## src/rtl/writeback.sv

```systemverilog
// Writeback stage: buffers register writes in a small in-order FIFO, counts
// retired instructions and halts the core after draining on an exception.
`ifndef XLEN
`define XLEN 32
`endif
`ifndef ALEN
`define ALEN 32
`endif

module writeback #(
  parameter int INSTRET_WIDTH = 64,
  parameter int FIFO_DEPTH    = 2
) (
  input  logic                     clk,
  input  logic                     rst_n,
  input  logic                     prev_stalled,
  output logic                     stall_prev,
  input  logic                     exec_exception,
  input  logic                     exec_is_reg_write,
  input  logic [4:0]               exec_reg_write_sel,
  input  logic [`XLEN-1:0]         exec_result,
  input  logic [`ALEN-1:0]         exec_instruction_next_addr,
  input  logic                     regfile_wr_ready,
  output logic                     reg_write_valid,
  output logic [4:0]               reg_write_sel,
  output logic [`XLEN-1:0]         reg_write_data,
  output logic [INSTRET_WIDTH-1:0] instret,
  output logic [`ALEN-1:0]         retire_next_addr,
  output logic [`ALEN-1:0]         trap_addr,
  output logic                     halted
);

  localparam int CNT_W = $clog2(FIFO_DEPTH + 1);
  localparam int PTR_W = $clog2(FIFO_DEPTH);
  localparam logic [CNT_W-1:0] FULL = CNT_W'(FIFO_DEPTH);
  localparam logic [CNT_W-1:0] ONE  = CNT_W'(1);

  typedef enum logic [1:0] {RUN, DRAIN, HALTED} state_t;

  state_t                   state_q, state_d;
  logic [CNT_W-1:0]         count_q, count_d;
  logic [PTR_W-1:0]         wr_ptr_q, wr_ptr_d;
  logic [PTR_W-1:0]         rd_ptr_q, rd_ptr_d;
  logic [INSTRET_WIDTH-1:0] instret_q, instret_d;
  logic [`ALEN-1:0]         retire_next_addr_q, retire_next_addr_d;
  logic [`ALEN-1:0]         trap_addr_q, trap_addr_d;

  logic [4:0]               fifo_sel_q  [FIFO_DEPTH];
  logic [`XLEN-1:0]         fifo_data_q [FIFO_DEPTH];

  logic accept, push, pop;

  always_comb begin
    state_d            = state_q;
    count_d            = count_q;
    wr_ptr_d           = wr_ptr_q;
    rd_ptr_d           = rd_ptr_q;
    instret_d          = instret_q;
    retire_next_addr_d = retire_next_addr_q;
    trap_addr_d        = trap_addr_q;

    stall_prev = (count_q == FULL) || (state_q != RUN);
    accept     = !prev_stalled && !stall_prev;
    push       = accept && !exec_exception && exec_is_reg_write &&
                 (exec_reg_write_sel != 5'd0);
    pop        = (count_q != '0) && regfile_wr_ready;

    if (accept) begin
      retire_next_addr_d = exec_instruction_next_addr;
      if (exec_exception) begin
        trap_addr_d = exec_instruction_next_addr;
        state_d     = DRAIN;
      end else begin
        instret_d = instret_q + INSTRET_WIDTH'(1);
      end
    end

    if (push) wr_ptr_d = wr_ptr_q + PTR_W'(1);
    if (pop)  rd_ptr_d = rd_ptr_q + PTR_W'(1);

    case ({push, pop})
      2'b10:   count_d = count_q + ONE;
      2'b01:   count_d = count_q - ONE;
      default: count_d = count_q;
    endcase

    // Halt once the last pending write leaves (or nothing was pending).
    if (state_q == DRAIN && (count_q == '0 || (count_q == ONE && pop)))
      state_d = HALTED;
  end

  always_ff @(posedge clk) begin
    if (!rst_n) begin
      state_q            <= RUN;
      count_q            <= '0;
      wr_ptr_q           <= '0;
      rd_ptr_q           <= '0;
      instret_q          <= '0;
      retire_next_addr_q <= '0;
      trap_addr_q        <= '0;
    end else begin
      state_q            <= state_d;
      count_q            <= count_d;
      wr_ptr_q           <= wr_ptr_d;
      rd_ptr_q           <= rd_ptr_d;
      instret_q          <= instret_d;
      retire_next_addr_q <= retire_next_addr_d;
      trap_addr_q        <= trap_addr_d;
    end
  end

  // Entry storage needs no reset; validity is tracked by count_q alone.
  always_ff @(posedge clk) begin
    if (push) begin
      fifo_sel_q[wr_ptr_q]  <= exec_reg_write_sel;
      fifo_data_q[wr_ptr_q] <= exec_result;
    end
  end

  assign reg_write_valid  = (count_q != '0);
  assign reg_write_sel    = fifo_sel_q[rd_ptr_q];
  assign reg_write_data   = fifo_data_q[rd_ptr_q];
  assign instret          = instret_q;
  assign retire_next_addr = retire_next_addr_q;
  assign trap_addr        = trap_addr_q;
  assign halted           = (state_q == HALTED);

endmodule
```

## config.mk

```make
export PLATFORM = sky130hd
export DESIGN_NAME = writeback
export DESIGN_NICKNAME = d
export VERILOG_FILES = /design/src/rtl/writeback.sv
export SDC_FILE = /design/constraint.sdc
export NUM_CORES = 1
export LEC_CHECK = 0
export ABC_AREA = 0
export BUFFER_PORTS_ARGS = -buffer_cell sky130_fd_sc_hd__buf_4
export CAP_MARGIN = 20
export CORE_ASPECT_RATIO = 1.2
export CORE_MARGIN = 2
export CORE_UTILIZATION = 37
export DETAILED_ROUTE_END_ITERATION = 8
export HOLD_SLACK_MARGIN = 0.08
export PLACE_DENSITY = 0.69
export SYNTH_ARGS = -nofsm -noshare
export SYNTH_HDL_FRONTEND = slang
export SYNTH_SLANG_ARGS = --single-unit
```

## constraint.sdc

```tcl
create_clock -name clk -period 3.51 [get_ports clk]
set_input_delay 0 -clock clk [delete_from_list [all_inputs] [get_ports clk]]
set_output_delay 0 -clock clk [all_outputs]
set_load 0.02 [all_outputs]
```

==> reports/metrics.csv, run 1 <==
stage,metric,value,unit
clock_tree,CTS tree,yes,
synthesis,Mapped Area,0.008254,mm2
die,die height,167.6,um
placed_design,PortBufs,242,
clock_tree,CTS H-tree depth,1,
final_layout,fin area,0.01182,mm2
detailed_routing,Routed WL,22610,um
synthesis,cells after synthesis,800,
final_layout,proportion of layout cells with a drive suffix above 1,0.3027,
die,Initial Utilization,0.3790,
grt,initial antenna violation count,0,
synthesis,"Distinct cells, synth",41,
placed_design,Cells after DPL,1281,
placed_design,placed cell areas,0.01036,mm2
worst_hold_path,hold crit path type,in2reg,
timing,final hold vios,0,
detailed_routing,router iterations before antenna repair,4,
synthesis,Post-synth EDFFs,74,
detailed_routing,Wirelength per Cell,16.22,um
die,Top-Level Pins,243,
power_and_ir_drop,power per cell area,562.9,mW/mm2
worst_hold_path,Hold Path End,wr_ptr_q$_SDFFE_PN0P_,
clock_tree,post-CTS setup buffer count,0,
grt,largest net degree at the start of global routing,67,
timing,Layout Skew,0.01054,ns
critical_path,"Req. time, crit path",3.94,ns
timing,worst rel slew slack,0.5266,
synthesis,post-synthesis mux area share,0.05048,
timing,hold slack,0.09492,ns
synthesis,sequential area share after synthesis,0.5966,
timing,final period utilization,0.8565,
clock_tree,clk_lat worst skew,0.50,ns
synthesis,Syn Nets,880,
timing,Tightest Pin Transition,0.7100,ns
grt,GRT overflow,0,
worst_hold_path,worst hold path depth,4,
synthesis,compound-gate portion of the synthesized area,0.09383,
critical_path,CP cell instances,inv_1 > ha_1 > or4_4 > nor4_4 > nand4_1 > buf_4 > or4_1 > a21oi_1,
final_layout,fin nets,1185,
timing,Fmax achieved,332.6,MHz
grt,vias in the first global route,6964,
timing,fin. max-slew vios,0,
detailed_routing,DR iter-0 viols,377,
critical_path,Crit path arrival time,3.44,ns
final_layout,Fillers,1861,
synthesis,post-synthesis adder-cell area fraction,0.007579,
die,Core ar.,0.02178,mm2
timing,Tmin final,3.006,ns
critical_path,Reg2Reg Setup Slack,0.50,ns
critical_path,crit-path max FO,40,
synthesis,Synth Area per Inst,10.32,um2
critical_path,slowest CP cell,or4_4,
critical_path,reg2reg start,count_q[0]$_SDFFE_PN0P_,
clock_tree,clock sinks,209,
synthesis,Main synth FF type,dfxtp_1,
critical_path,R2R Path End,instret[57]$_SDFFE_PN0N_,
synthesis,Post-Synth XOR/XNOR Area,0.03395,
synthesis,Synthesis Warnings,0,
clock_tree,Root Driver,clkbuf_16,
final_layout,area delta synth->final,43.22,%
detailed_routing,vias post-DR,7081,
synthesis,async set-or-reset flop fraction in the synthesized netlist,0,
critical_path,Worst setup EP type,flop,
critical_path,critical path launch point type,flop,
timing,RSZ-0062 raised after global routing,false,
placed_design,pre-CTS setup slack,0.4941,ns
power_and_ir_drop,static leakage,0.004599,uW
timing,setup violators final,0,
die,Die ar.,0.02352,mm2
synthesis,#FFs+latches synth,209,
clock_tree,Worst-path clk slew,0.06,ns
placed_design,Detailed Place HPWL,14700,um
placed_design,final RePlAce weighted congestion,0.8256,
detailed_routing,Via-to-Cell Ratio,5.080,
clock_tree,Clock Tree Buf Depth,3,
die,Cell Rows,59,
clock_tree,CTS Hold Buffers Added,74,
timing,final setup margin,0.5037,ns
final_layout,fin cells,1394,
die,Die X,140.3,um
grt,first-pass GRT wire length,35270,um
synthesis,combinational family with the most area after synthesis,simple AND/OR/NAND/NOR gates,
synthesis,Post-Synth Simple-Gate Area,0.1904,
critical_path,reg2reg path depth,8,
power_and_ir_drop,Max IR drop VDD,0.0003631,V
detailed_routing,Residual DRC,0,
clock_tree,post-CTS sizing,0,
critical_path,critical path's largest stage delay,0.75,ns
flow_run,max cap viols,0,
status,status,"complete, no violations",
detailed_routing,DRT antenna net count,0,
grt,total track usage,0.1817,
worst_hold_path,hold_sp,exec_is_reg_write,
clock_tree,clock buffer count from CTS,22,
critical_path,CP Class,reg2reg,
final_layout,Ant. Diodes,0,
## critical path, delay by kind of cell, from the launching register on
family                   cells  cell delay, ns
flip-flops                   1            0.37
buffers and inverters        2            0.31
AO/OA/AOI/OAI                1            0.14
AND/OR/NAND/NOR              4            1.91
adder cells (fa/ha/maj)      1            0.20
## flip-flops by register name, summed over array words and instances, names as in the netlist, named ones only
signal	count
fifo_data_q	64
instret	64
retire_next_addr	32
rd_ptr_q	1
trap_addr	32
fifo_sel_q	10
count_q	2
wr_ptr_q	1
state_q	2
## metal layers
layer | routed length (um) | GRT usage | up-vias
li1 | - | - | 3446
met1 | 9300 | 0.2174 | 3364
met2 | 10910 | 0.3203 | 231
met3 | 1802 | 0.04604 | 40
met4 | 598 | 0.05665 | 0
met5 | 0 | 0 | -
## area by class of cell
class	instances	area, um2	area share
sequential	209	4925	0.4166
multi-input combinational	532	3123	0.2642
timing repair buffer	328	2660	0.2250
clock buffer	36	708.2	0.05991
tap	274	342.8	0.02900
inverter	12	47.55	0.004022
clock inverter	3	15.01	0.001270
## power breakdown
part           switching (uW)  internal, uW
clock network             924          1370
logic                     914           684
registers                79.5          2680
total                    1920          4740
## how the worst max path moves through the flow
stage          cells past startpoint                          end  slack, ns                    start
2_1_floorplan                      7  fifo_data_q[0][0]$_DFFE_PP_      -0.24  count_q[0]$_SDFFE_PN0P_
3_3_place_gp                       8     instret[57]$_SDFFE_PN0N_       0.58  count_q[0]$_SDFFE_PN0P_
3_5_place_dp                       8     instret[57]$_SDFFE_PN0N_       0.49  count_q[0]$_SDFFE_PN0P_
4_1_cts                            7     instret[55]$_SDFFE_PN0N_       0.48  count_q[0]$_SDFFE_PN0P_
5_1_grt                            7     instret[55]$_SDFFE_PN0N_       0.26  count_q[0]$_SDFFE_PN0P_
6_report                           8     instret[57]$_SDFFE_PN0N_       0.50  count_q[0]$_SDFFE_PN0P_
## cell usage after synthesis (all sizes together) (3+ instances only)
master	n	area [um2]
xor2	21	183.9
o21ai	17	85.08
a21oi	102	510.5
nor3	5	25.02
nor2	41	153.9
and4	6	52.55
ha	5	62.56
or3	18	112.6
mux2	37	416.7
or4	17	131.4
inv	11	41.29
nand3	15	75.07
xnor2	11	96.34
and2	8	50.05
nand2	151	566.8
o31ai	15	112.6
clkbuf	45	168.9
edfxtp	74	2222
nand4	27	175.2
nor4	3	48.80
nor2b	3	18.77
and3	11	68.82
o41ai	4	35.03
dfxtp	135	2703
## cell families (layout without fill, tap and decap cells)
family | after synthesis | after routing
AND/OR/NAND/NOR | 316 | 316
flip-flops | 209 | 209
AO/OA/AOI/OAI | 142 | 142
buffers and inverters | 59 | 379
multiplexers | 37 | 37
XOR/XNOR | 32 | 32
adder cells (fa/ha/maj) | 5 | 5
## cells in the final DEF, fill, tap and decap left out, types with 5 or more instances in the layout
cell type,count
o31ai_1,15
clkbuf_8,6
a21oi_1,102
and3_1,11
or3_1,18
nand4_1,26
or4_1,16
nor2_1,38
mux2_2,37
ha_1,5
xnor2_1,11
and2_1,8
clkbuf_16,24
dfxtp_1,135
nor3_1,5
nand2_1,151
inv_1,11
o21ai_0,17
nand3_1,15
buf_4,253
edfxtp_1,74
xor2_1,21
dlygate4sd3_1,74
and4_1,6
## per-stage QoR
step,total power (uW),setup TNS (ns),utilization
finish,6654,0,0.5428
global placement,4316,0,0.4756
floorplan,3708,-17.65,-
CTS,6712,0,0.5428
global route,6925,0,0.5428
detailed placement,4333,0,0.4756
Note: power is estimated with default switching activity, not from simulation.
==> inputs of run 2 (changes only) <==
--- a/config.mk
+++ b/config.mk
@@ -13,7 +13,7 @@
 export CORE_UTILIZATION = 37
 export DETAILED_ROUTE_END_ITERATION = 8
 export HOLD_SLACK_MARGIN = 0.08
-export PLACE_DENSITY = 0.69
+export PLACE_DENSITY = 0.66
 export SYNTH_ARGS = -nofsm -noshare
 export SYNTH_HDL_FRONTEND = slang
 export SYNTH_SLANG_ARGS = --single-unit
==> constraint.sdc (replaced) <==
create_clock -name clk -period 3.35 [get_ports clk]
set_input_delay 0 -clock clk [delete_from_list [all_inputs] [get_ports clk]]
set_output_delay 0 -clock clk [all_outputs]
set_load 0.02 [all_outputs]
==> run 2 against run 1 <==
  * Clock skew grew 0.0061 ns
  * Sequential share of layout area is 0.73 points lower
  * Clock power rose by 18%
  * Register-to-register slack lost 0.05 ns
  * Die area is the same
  * Highest routed layer unchanged
  * Combinational power is 7% higher
  * Non-clock buffer count grew 13
  * Largest cell class unchanged
==> reports/metrics.csv, run 2 (synthesized netlist as in run 1, its figures left out) <==
stage,metric,value,unit,change
grt,met1 Usage GRT,0.2234,,was 0.2174
clock_tree,Worst-path clk slew,0.06,ns,about the same
detailed_routing,Wirelength per Cell,16.14,um,was 16.22 um
timing,Tmin final,2.899,ns,was 3.006 ns
final_layout,"most common cell after layout, fill and taps aside",buf_4,,unchanged
grt,global routing usage on met3,0.05204,,was 0.04604
worst_hold_path,worst hold path depth,2,,was 4
timing,setup violators final,0,,unchanged
detailed_routing,vias post-DR,7140,,was 7081
timing,final hold vios,0,,unchanged
die,Die ar.,0.02352,mm2,unchanged
timing,Layout Skew,0.01662,ns,was 0.01054 ns
flow_run,max cap viols,0,,unchanged
power_and_ir_drop,static leakage,0.004688,uW,was 0.004599 uW
status,status,"complete, no violations",,unchanged
detailed_routing,Routed WL,22740,um,was 22610 um
timing,hold slack,0.2125,ns,was 0.09492 ns
clock_tree,CTS tree,yes,,unchanged
power_and_ir_drop,Max IR drop VDD,0.0004120,V,was 0.0003631 V
timing,Fmax achieved,345.0,MHz,was 332.6 MHz
die,Die X,140.3,um,unchanged
worst_hold_path,hold crit path type,in2reg,,unchanged
timing,final period utilization,0.8653,,was 0.8565
timing,Tightest Pin Transition,0.6464,ns,was 0.7100 ns
critical_path,reg2reg path depth,9,,was 8
timing,fin. max-slew vios,0,,unchanged
die,Core ar.,0.02178,mm2,unchanged
critical_path,Reg2Reg Setup Slack,0.45,ns,was 0.50 ns
clock_tree,Root Driver,clkbuf_16,,unchanged
clock_tree,Clock Tree Buf Depth,3,,unchanged
timing,RSZ-0062 raised after global routing,false,,unchanged
die,Initial Utilization,0.3790,,unchanged
clock_tree,clk_lat worst skew,0.52,ns,was 0.50 ns
grt,initial antenna violation count,0,,unchanged
critical_path,reg2reg start,count_q[0]$_SDFFE_PN0P_,,unchanged
critical_path,R2R Path End,retire_next_addr[26]$_SDFFE_PN0N_,,was instret[57]$_SDFFE_PN0N_
critical_path,Worst setup EP type,flop,,unchanged
grt,total track usage,0.1855,,was 0.1817
final_layout,"commonest cells after routing, fill and taps aside","buf_4 (255), nand2_1 (151), dfxtp_1 (135)",,"was buf_4 (253), nand2_1 (151), dfxtp_1 (135)"
clock_tree,CTS H-tree depth,1,,unchanged
grt,first-pass GRT wire length,36000,um,was 35270 um
critical_path,CP Class,reg2reg,,unchanged
final_layout,fin nets,1199,,was 1185
critical_path,Crit path arrival time,3.36,ns,was 3.44 ns
final_layout,proportion of layout cells with a drive suffix above 1,0.3004,,was 0.3027
worst_hold_path,hold_sp,exec_result[16],,was exec_is_reg_write
clock_tree,post-CTS sizing,0,,unchanged
detailed_routing,DRT antenna net count,0,,unchanged
critical_path,crit-path max FO,32,,was 40
power_and_ir_drop,power per cell area,608.3,mW/mm2,was 562.9 mW/mm2
placed_design,final RePlAce weighted congestion,0.8061,,was 0.8256
final_layout,Ant. Diodes,0,,unchanged
detailed_routing,Via-to-Cell Ratio,5.067,,was 5.080
timing,worst rel slew slack,0.5630,,was 0.5266
critical_path,critical path launch point type,flop,,unchanged
final_layout,area delta synth->final,45.78,%,was 43.22%
die,Cell Rows,59,,unchanged
grt,global route hottest layer,met2,,unchanged
grt,largest net degree at the start of global routing,83,,was 67
grt,M2 GR Usage,0.3235,,was 0.3203
power_and_ir_drop,"Power, Total",7320,uW,was 6654 uW
detailed_routing,Residual DRC,0,,unchanged
die,die height,167.6,um,unchanged
detailed_routing,router iterations before antenna repair,5,,was 4
detailed_routing,DR iter-0 viols,377,,unchanged
placed_design,PortBufs,242,,unchanged
placed_design,Detailed Place HPWL,14550,um,was 14700 um
critical_path,"Req. time, crit path",3.81,ns,was 3.94 ns
die,Top-Level Pins,243,,unchanged
worst_hold_path,Hold Path End,fifo_data_q[1][16]$_DFFE_PP_,,was wr_ptr_q$_SDFFE_PN0P_
clock_tree,clock buffer count from CTS,23,,was 22
grt,GRT overflow,0,,unchanged
clock_tree,clock sinks,209,,unchanged
grt,vias in the first global route,7013,,was 6964
-- run 2: power by group --
part	internal, uW	switching (uW)	total [uW]
Clock	1680	1030	2710
Sequential	2810	83.7	2890
Combinational	745	971	1720
Total	5230	2090	7320
-- run 2: area by class of cell --
| class | instances | area [um2] |
|---|---|---|
| multi-input cells | 532 | 3123 |
| well taps | 274 | 342.8 |
| clock buffers | 29 | 608.1 |
| repair buffers | 341 | 2785 |
| inverters | 12 | 47.55 |
| flip-flops and latches | 209 | 4925 |
| clock inverters | 12 | 201.4 |
| fillers | 1857 | 9744 |
-- run 2: worst max path at each step --
stage	depth (start not counted)	end	slack (ns)	from
final	9	retire_next_addr[26]$_SDFFE_PN0N_	0.45	count_q[0]$_SDFFE_PN0P_
after global routing	9	retire_next_addr[28]$_SDFFE_PN0N_	0.23	count_q[0]$_SDFFE_PN0P_
after CTS	9	retire_next_addr[26]$_SDFFE_PN0N_	0.47	count_q[0]$_SDFFE_PN0P_
after detailed placement	7	fifo_data_q[0][23]$_DFFE_PP_	0.62	count_q[0]$_SDFFE_PN0P_
after global placement	8	instret[55]$_SDFFE_PN0N_	0.66	count_q[0]$_SDFFE_PN0P_
after floorplan	7	fifo_data_q[0][0]$_DFFE_PP_	-0.40	count_q[0]$_SDFFE_PN0P_
-- run 2: repair_timing --
action | in CTS | in global routing
endpoints found under the setup margin | 0 | 0
hold buffers | 85 | 0
buffers inserted | 0 | 0
hold endpoints to repair | 162 | 0
-- run 2: per-layer routing --
layer | vias to the layer above | part of all wire | wire, um
li1 | 3479 | - | -
met1 | 3398 | 0.40 | 9145
met2 | 224 | 0.49 | 11250
met3 | 39 | 0.082 | 1875
met4 | 0 | 0.021 | 476
met5 | - | 0 | 0
-- run 2: metrics by stage --
| step | TNS (ns) | util | std cells | instance area (um2) | setup WS [ns] |
|---|---|---|---|---|---|
| final | 0 | 0.5525 | 1409 | 12030 | 0.4512 |
| after global routing | 0 | 0.5525 | 1409 | 12030 | 0.2329 |
| after CTS | 0 | 0.5525 | 1409 | 12030 | 0.4700 |
| after detailed placement | 0 | 0.4763 | 1283 | 10370 | 0.6169 |
| after global placement | 0 | 0.4763 | 1283 | 10370 | 0.6614 |
| after floorplan | -29.49 | - | 800 | 8254 | -0.3985 |
-- run 2: worst max-delay path: stages, from the launching register on --
cell and delay, ns:
dfxtp_1 0.36, inv_1 0.07, ha_1 0.20, or3_1 0.36, nor2_2 0.13, buf_4 0.38, nand2_1 0.10, dlygate4sd3_1 0.57
a21oi_1 0.11, dlygate4sd3_1 0.55
